===== config.mk =====
export PLATFORM = sky130hd
export DESIGN_NAME = pipe_hazard_ctrl_flat
export DESIGN_NICKNAME = d
export VERILOG_FILES = /design/src/rtl/pipe_hazard_ctrl_if.sv /design/src/rtl/pipe_hazard_ctrl.sv /design/src/flat_wrapper.sv
export SDC_FILE = /design/constraint.sdc
export NUM_CORES = 1
export LEC_CHECK = 0
export BUFFER_PORTS_ARGS = -buffer_cell sky130_fd_sc_hd__buf_2
export CAP_MARGIN = 25
export CELL_PAD_IN_SITES_DETAIL_PLACEMENT = 1
export CELL_PAD_IN_SITES_GLOBAL_PLACEMENT = 2
export CORE_MARGIN = 2
export CORE_UTILIZATION = 29
export DETAILED_ROUTE_END_ITERATION = 6
export GPL_TIMING_DRIVEN = 0
export PLACE_DENSITY = 0.81
export SYNTH_ARGS = -nofsm -noshare
export SYNTH_HDL_FRONTEND = slang
export SYNTH_SLANG_ARGS = --single-unit

===== constraint.sdc =====
create_clock -name clk -period 2.8 [get_ports clk]
set_input_delay 0.28 -clock clk [delete_from_list [all_inputs] [get_ports clk]]
set_output_delay 0.28 -clock clk [all_outputs]
set_load 0.02 [all_outputs]

===== src/rtl/pipe_hazard_ctrl_if.sv =====
// rtl/pipe_hazard_ctrl_if.sv - hazard controller bus: stage destination info in, fetch control and counters out
interface pipe_hazard_ctrl_if #(
    parameter int XLEN = 32,
    parameter int AW   = 5
);
    logic [AW-1:0]   id_rs;
    logic [AW-1:0]   id_rt;
    logic            id_use_rs;
    logic            id_use_rt;
    logic [AW-1:0]   ex_rd;
    logic            ex_regwrite;
    logic            ex_memread;
    logic [AW-1:0]   mem_rd;
    logic            mem_regwrite;
    logic [AW-1:0]   wb_rd;
    logic            wb_regwrite;
    logic            br_taken;
    logic [XLEN-1:0] br_target;
    logic [XLEN-1:0] pc;
    logic [4:0]      valid;
    logic            stall;
    logic            flush;
    logic [1:0]      fwd_a;
    logic [1:0]      fwd_b;
    logic [15:0]     stall_cnt;
    logic [15:0]     flush_cnt;
    logic [15:0]     retire_cnt;

    modport master (
        output id_rs, id_rt, id_use_rs, id_use_rt,
        output ex_rd, ex_regwrite, ex_memread,
        output mem_rd, mem_regwrite, wb_rd, wb_regwrite,
        output br_taken, br_target,
        input  pc, valid, stall, flush, fwd_a, fwd_b,
        input  stall_cnt, flush_cnt, retire_cnt
    );

    modport slave (
        input  id_rs, id_rt, id_use_rs, id_use_rt,
        input  ex_rd, ex_regwrite, ex_memread,
        input  mem_rd, mem_regwrite, wb_rd, wb_regwrite,
        input  br_taken, br_target,
        output pc, valid, stall, flush, fwd_a, fwd_b,
        output stall_cnt, flush_cnt, retire_cnt
    );
endinterface


===== src/rtl/pipe_hazard_ctrl.sv =====
// rtl/pipe_hazard_ctrl.sv - 5-stage pipeline hazard control: stall, branch flush, forwarding select, event counters
module pipe_hazard_ctrl #(
    parameter int              XLEN     = 32,
    parameter int              AW       = 5,
    parameter logic [XLEN-1:0] RESET_PC = '0,
    parameter int              BR_STAGE = 3,
    parameter int              FWD_EN   = 1
) (
    input  logic              clk,
    input  logic              reset,
    pipe_hazard_ctrl_if.slave bus
);
    localparam logic [XLEN-1:0] PC_STEP = XLEN'(4);

    logic [XLEN-1:0] pc_q, pc_d;
    logic [4:0]      valid_q, valid_d;
    logic [AW-1:0]   ex_rs_q, ex_rt_q;
    logic [15:0]     stall_cnt_q, flush_cnt_q, retire_cnt_q;
    logic            ex_hit_rs, ex_hit_rt, mem_hit_rs, mem_hit_rt;
    logic            load_use, raw_hazard, stall_w, flush_w;
    logic [1:0]      fwd_a, fwd_b;

    // A producer only matters when its stage is live, it writes, and it is not r0.
    function automatic logic src_hit(input logic [AW-1:0] src, input logic used,
                                     input logic [AW-1:0] rd, input logic wr, input logic live);
        return used & live & wr & (rd != '0) & (rd == src);
    endfunction

    function automatic logic [15:0] sat_inc(input logic [15:0] cnt, input logic en);
        return (en && cnt != 16'hFFFF) ? cnt + 16'd1 : cnt;
    endfunction

    assign ex_hit_rs  = src_hit(bus.id_rs, bus.id_use_rs, bus.ex_rd,  bus.ex_regwrite,  valid_q[2]);
    assign ex_hit_rt  = src_hit(bus.id_rt, bus.id_use_rt, bus.ex_rd,  bus.ex_regwrite,  valid_q[2]);
    assign mem_hit_rs = src_hit(bus.id_rs, bus.id_use_rs, bus.mem_rd, bus.mem_regwrite, valid_q[3]);
    assign mem_hit_rt = src_hit(bus.id_rt, bus.id_use_rt, bus.mem_rd, bus.mem_regwrite, valid_q[3]);

    assign load_use   = valid_q[1] & bus.ex_memread & (ex_hit_rs | ex_hit_rt);
    assign raw_hazard = valid_q[1] & (ex_hit_rs | ex_hit_rt | mem_hit_rs | mem_hit_rt);

    // A taken branch kills the stalled instruction anyway, so flush masks stall.
    assign flush_w = ~reset & bus.br_taken & valid_q[BR_STAGE];
    assign stall_w = ~reset & ~flush_w & ((FWD_EN != 0) ? load_use : raw_hazard);

    // EX operands are matched against the sources latched from ID one cycle earlier.
    assign fwd_a = (FWD_EN == 0) ? 2'b00 :
                   src_hit(ex_rs_q, 1'b1, bus.mem_rd, bus.mem_regwrite, valid_q[3]) ? 2'b01 :
                   src_hit(ex_rs_q, 1'b1, bus.wb_rd,  bus.wb_regwrite,  valid_q[4]) ? 2'b10 : 2'b00;
    assign fwd_b = (FWD_EN == 0) ? 2'b00 :
                   src_hit(ex_rt_q, 1'b1, bus.mem_rd, bus.mem_regwrite, valid_q[3]) ? 2'b01 :
                   src_hit(ex_rt_q, 1'b1, bus.wb_rd,  bus.wb_regwrite,  valid_q[4]) ? 2'b10 : 2'b00;

    always_comb begin
        pc_d    = pc_q + PC_STEP;
        valid_d = {valid_q[3:0], 1'b1};
        if (flush_w) begin
            pc_d                = bus.br_target;
            valid_d[BR_STAGE:1] = '0;
        end else if (stall_w) begin
            pc_d         = pc_q;
            valid_d[1:0] = valid_q[1:0];
            valid_d[2]   = 1'b0;
        end
    end

    always_ff @(posedge clk) begin
        if (reset) begin
            pc_q         <= RESET_PC;
            valid_q      <= '0;
            ex_rs_q      <= '0;
            ex_rt_q      <= '0;
            stall_cnt_q  <= '0;
            flush_cnt_q  <= '0;
            retire_cnt_q <= '0;
        end else begin
            pc_q         <= pc_d;
            valid_q      <= valid_d;
            ex_rs_q      <= bus.id_rs;
            ex_rt_q      <= bus.id_rt;
            stall_cnt_q  <= sat_inc(stall_cnt_q, stall_w);
            flush_cnt_q  <= sat_inc(flush_cnt_q, flush_w);
            retire_cnt_q <= sat_inc(retire_cnt_q, valid_q[4]);
        end
    end

    assign bus.pc         = pc_q;
    assign bus.valid      = valid_q;
    assign bus.stall      = stall_w;
    assign bus.flush      = flush_w;
    assign bus.fwd_a      = fwd_a;
    assign bus.fwd_b      = fwd_b;
    assign bus.stall_cnt  = stall_cnt_q;
    assign bus.flush_cnt  = flush_cnt_q;
    assign bus.retire_cnt = retire_cnt_q;
endmodule


===== src/flat_wrapper.sv =====
// flat-port wrapper written by rule: the top's interface ports become plain ports
module pipe_hazard_ctrl_flat 
#(
    parameter int              XLEN     = 32,
    parameter int              AW       = 5,
    parameter logic [XLEN-1:0] RESET_PC = '0,
    parameter int              BR_STAGE = 3,
    parameter int              FWD_EN   = 1
)
  (clk, reset, bus_id_rs, bus_id_rt, bus_id_use_rs, bus_id_use_rt, bus_ex_rd, bus_ex_regwrite, bus_ex_memread, bus_mem_rd, bus_mem_regwrite, bus_wb_rd, bus_wb_regwrite, bus_br_taken, bus_br_target, bus_pc, bus_valid, bus_stall, bus_flush, bus_fwd_a, bus_fwd_b, bus_stall_cnt, bus_flush_cnt, bus_retire_cnt);
  pipe_hazard_ctrl_if #(.XLEN(XLEN), .AW(AW)) bus_i ();
  input  logic clk;
  input  logic reset;
  input wire logic [$bits(bus_i.id_rs)-1:0] bus_id_rs;
  input wire logic [$bits(bus_i.id_rt)-1:0] bus_id_rt;
  input wire logic [$bits(bus_i.id_use_rs)-1:0] bus_id_use_rs;
  input wire logic [$bits(bus_i.id_use_rt)-1:0] bus_id_use_rt;
  input wire logic [$bits(bus_i.ex_rd)-1:0] bus_ex_rd;
  input wire logic [$bits(bus_i.ex_regwrite)-1:0] bus_ex_regwrite;
  input wire logic [$bits(bus_i.ex_memread)-1:0] bus_ex_memread;
  input wire logic [$bits(bus_i.mem_rd)-1:0] bus_mem_rd;
  input wire logic [$bits(bus_i.mem_regwrite)-1:0] bus_mem_regwrite;
  input wire logic [$bits(bus_i.wb_rd)-1:0] bus_wb_rd;
  input wire logic [$bits(bus_i.wb_regwrite)-1:0] bus_wb_regwrite;
  input wire logic [$bits(bus_i.br_taken)-1:0] bus_br_taken;
  input wire logic [$bits(bus_i.br_target)-1:0] bus_br_target;
  output wire logic [$bits(bus_i.pc)-1:0] bus_pc;
  output wire logic [$bits(bus_i.valid)-1:0] bus_valid;
  output wire logic [$bits(bus_i.stall)-1:0] bus_stall;
  output wire logic [$bits(bus_i.flush)-1:0] bus_flush;
  output wire logic [$bits(bus_i.fwd_a)-1:0] bus_fwd_a;
  output wire logic [$bits(bus_i.fwd_b)-1:0] bus_fwd_b;
  output wire logic [$bits(bus_i.stall_cnt)-1:0] bus_stall_cnt;
  output wire logic [$bits(bus_i.flush_cnt)-1:0] bus_flush_cnt;
  output wire logic [$bits(bus_i.retire_cnt)-1:0] bus_retire_cnt;
  assign bus_i.id_rs = bus_id_rs;
  assign bus_i.id_rt = bus_id_rt;
  assign bus_i.id_use_rs = bus_id_use_rs;
  assign bus_i.id_use_rt = bus_id_use_rt;
  assign bus_i.ex_rd = bus_ex_rd;
  assign bus_i.ex_regwrite = bus_ex_regwrite;
  assign bus_i.ex_memread = bus_ex_memread;
  assign bus_i.mem_rd = bus_mem_rd;
  assign bus_i.mem_regwrite = bus_mem_regwrite;
  assign bus_i.wb_rd = bus_wb_rd;
  assign bus_i.wb_regwrite = bus_wb_regwrite;
  assign bus_i.br_taken = bus_br_taken;
  assign bus_i.br_target = bus_br_target;
  assign bus_pc = bus_i.pc;
  assign bus_valid = bus_i.valid;
  assign bus_stall = bus_i.stall;
  assign bus_flush = bus_i.flush;
  assign bus_fwd_a = bus_i.fwd_a;
  assign bus_fwd_b = bus_i.fwd_b;
  assign bus_stall_cnt = bus_i.stall_cnt;
  assign bus_flush_cnt = bus_i.flush_cnt;
  assign bus_retire_cnt = bus_i.retire_cnt;
  pipe_hazard_ctrl #(.XLEN(XLEN), .AW(AW), .RESET_PC(RESET_PC), .BR_STAGE(BR_STAGE), .FWD_EN(FWD_EN)) u_core (.clk(clk), .reset(reset), .bus(bus_i));
endmodule

==> metrics.md <==
| Metric | Value |
|---|---|
| Number of global-route vias before repair | roughly 5400 |
| # Max-Cap Violations | 0 |
| Post-synthesis sequential area ratio | 38.4% |
| FFs w/ async S/R, synth | 0% |
| Final Cell Area | about 6300 um^2 |
| Worst slew margin | about 51% |
| Gpl congestion | between 0.8 and 0.9 |
| Placeable Area | between 15000 and 20000 um^2 |
| GRT met3 Usage | around 2.9% |
| Worst-path clk slew | ~0.06 ns |
| Die H | about 130 um |
| Max Root-Sink Buffers | 2 |
| Post-CTS Hold Fix Bufs | 0 |
| Final hold vios | 0 |
| Hold Startpoint | bus_br_target[1] |
| Fin. max-slew vios | 0 |
| Setup violations, final | 0 |
| First-pass GRT wire length | roughly 29000 um |
| Mapped Nets | between 600 and 700 |
| Yosys reg bits | between 90 and 100 |
| CP Buf/Inv Count | 3 |
| ANT nets after route | 0 |
| Worst Setup Start Kind | register |
| DR vias/cell | about 5.3 |
| Distinct cells, synth | 54 |
| Root Buffer | clkbuf_16 |
| M2 GR Usage | a little over a third |
| Post-synth EDFFs | 0 |
| Status | complete, no violations |
| Iter 0 DRT Violations | 219 |
| Drt drc | 0 |
| Hold Path Class | in2reg |
| Syn Area/Cell | roughly 8.0 um^2 |
| CP Cell Sequence | nand3b_4, inv_2, nor2_4, and2_1, nand2_1, inv_2, buf_2 |
| Largest vdd supply drop | 0.000285 V |
| Setup crit end kind | output port |
| RSZ-0062 raised after global routing | no |
| P&R area growth vs syn | 27.7% |
| Detailed placement HPWL | about 14000 um |
| Setup CP Type | reg2out |
| Worst EP arrival | 2.22 ns |
| Share of layout cells above drive strength 1 | about a quarter |
| FF-to-FF End | u_core.bus.pc[18] |
| Slowest CP cell | dfxtp_1 |
| Post-synth top area cell | dfxtp_1 |
| Dpl ws | -0.205 ns |
| Port Buffers | approximately 160 |
| H-tree Lvls | 3 |
| Fill count | 2081 |
| Initial antenna violation count | 0 |
| Hold path cells | 3 |
| Via count | about 5300 |
| Most used routing layer | met2 |
| Clock Sink Count | 95 |
| Synth Flop Type | dfxtp_1 |
| Endpoint, Worst Hold | u_core.bus.pc[1] |
| Core Util, Final | 38.0% |
| Fin crit period | around 2.5 ns |
| Most frequent CP cell | inv_2 |
| Max Clk Rate | 0.400 GHz |
| Worst Path Required | 2.52 ns |
| Mapped Area | between 4000 and 5000 um^2 |
| Die area | roughly 18000 um^2 |
| Pwr Density | between 400 and 500 nW/um^2 |
| Area of placed instances | about 6000 um^2 |
| Post-Layout Cell Count | just over 1000 |
| Synthesis warning total | 0 |
| Reg2reg start | u_core.bus.valid[3] |
| CTS tree | done |
| Cells on worst reg2reg path | 9 |
| Total congestion overflow | 0 |
| Top-count cell post-synth | dfxtp_1 |
| CP max stage delay | about 0.38 ns |
| I/O pin count | around 160 |
| Worst R2R Setup Slack | approximately 0.30 ns |
| Die Width | 135 um |
| Inserted Diodes | 0 |
| Largest net degree at the start of global routing | 15 |
| Final WS setup | 0.299 ns |
| Row cnt | 47 |
| Skew final | 0.00612 ns |
| Post-Route WL | ~18000 um |
| Area contributors post-synth | dfxtp_1 38%, xor2_1 5.3%, a21oi_1 4.8% |
| Drt wl/cell | between 15 and 20 um |
| Global routing met1 resource utilization | 26.6% |
| Worst-margin pin slew | 0.739 ns |
| Cell family with most CP delay | simple AND/OR/NAND/NOR gates |
| Placed insts | between 900 and 1000 |
| Initial core utilization | approximately 30% |
| Total CTS buffers | 9 |
| Worst-path fanout max | 14 |
| LEAKAGE | between 2 and 3 nW |
| Fin nets | between 800 and 900 |
| GRT Total Usage | roughly 20% |
| Pre-antenna DRT Iters | 4 |
| Tcrit/Tclk final | between 80% and 90% |
| Most frequent cells after synthesis | 95 x dfxtp_1, 62 x nand2_1, 50 x nor2_1 |
| Top-area cell type share of the netlist area | about two fifths |
| Worst skew pair latency | ~0.35 ns |
| Mapped Cells | just over 600 |
## repair_timing
item | CTS | global route
gates resized for setup | 1 | 5
buffers inserted | 0 | 0
setup endpoints to repair | 1 | 7
## final cells by class
type | count | area (um^2) | share of cell area, %
buffer | 28 | 113 | 1.78
timing repair buffer | 155 | 776 | 12.3
inverter | 12 | 45.0 | 0.711
sequential | 95 | 1900 | 30.0
clock inverter | 3 | 40.0 | 0.632
multi-input combinational | 480 | 2910 | 46.0
clock buffer | 13 | 270 | 4.27
tap | 220 | 275 | 4.35
## sequential cells by signal (all words and copies together) (netlist names)
signal,cells
u_core.bus.pc,32
u_core.bus.flush_cnt,16
u_core.bus.retire_cnt,16
u_core.bus.stall_cnt,16
u_core.bus.valid,5
u_core.ex_rs_q,5
u_core.ex_rt_q,5
## through the flow
| stage | TNS, ns | hold slack (ns) | total power [W] |
|---|---|---|---|
| after detailed placement | -1.33 | 0.472 | 0.00163 |
| after floorplan | 0 | 0.379 | 0.00152 |
| after global placement | -1.79 | 0.446 | 0.00163 |
| after CTS | 0 | 0.140 | 0.00294 |
| after global routing | 0 | 0.140 | 0.00302 |
| final | 0 | 0.143 | 0.00290 |
## where the power goes
group	total, W	internal, W	leakage [nW]	switching (W)
logic	0.000208	0.0000884	1.58	0.000120
registers	0.00139	0.00137	0.770	0.0000219
clock network	0.00130	0.000764	0.156	0.000540
## logic make-up (layout without fill, tap and decap cells)
family | Yosys count | count (layout) | synth area share (%)
adders and majority gates | 4 | 4 | 1.01
DFF | 95 | 95 | 38.4
muxes | 6 | 6 | 1.26
buffers and inverters | 41 | 211 | 3.21
and+or+nand+nor | 273 | 273 | 28.8
AOI/OAI and AO/OA | 141 | 141 | 17.5
xor gates and xnor gates | 56 | 56 | 9.89
## cell usage in the layout (no fill, tap or decap), types with 6 or more instances in the layout
cell / n
buf_2: 156
dfxtp_1: 95
nand2_1: 62
nor2_1: 50
a21oi_1: 48
o21ai_0: 38
nand3_1: 30
xor2_1: 30
xnor2_1: 26
nand4_1: 24
clkbuf_1: 23
or3_1: 20
nor3_1: 16
nor2b_1: 14
nor4_1: 12
and3_1: 11
o31ai_1: 11
inv_1: 10
and2_1: 9
or4_1: 9
clkbuf_16: 9
a31oi_1: 7
and4_1: 6
## worst reg2reg max path, delay by kind of cell (launching register included)
family / cells / cell delay (ns)
buffers and inverters: 3 / 0.83
and+or+nand+nor: 4 / 0.87
AOI/OAI and AO/OA: 2 / 0.35
DFF: 1 / 0.38
## worst max path at each step
stage | start | slack [ns] | cells past startpoint | endpoint
after CTS | u_core.bus.valid[3] | 0.09 | 5 | bus_flush
after global placement | bus_ex_rd[1] | -0.25 | 8 | bus_stall
after global routing | u_core.bus.pc[5] | 0.09 | 6 | u_core.bus.pc[31]
final | u_core.bus.valid[3] | 0.30 | 7 | bus_stall
after floorplan | bus_mem_rd[0] | 0.62 | 4 | bus_fwd_a[1]
after detailed placement | bus_ex_rd[1] | -0.21 | 9 | u_core.bus.pc[25]
## metal layers
layer	up-vias	share of wire, %
met2	138	50
met5	-	0
met3	17	4.3
li1	2575	-
met4	0	1.4
met1	2613	45
Power figures use the tool's default switching activity.
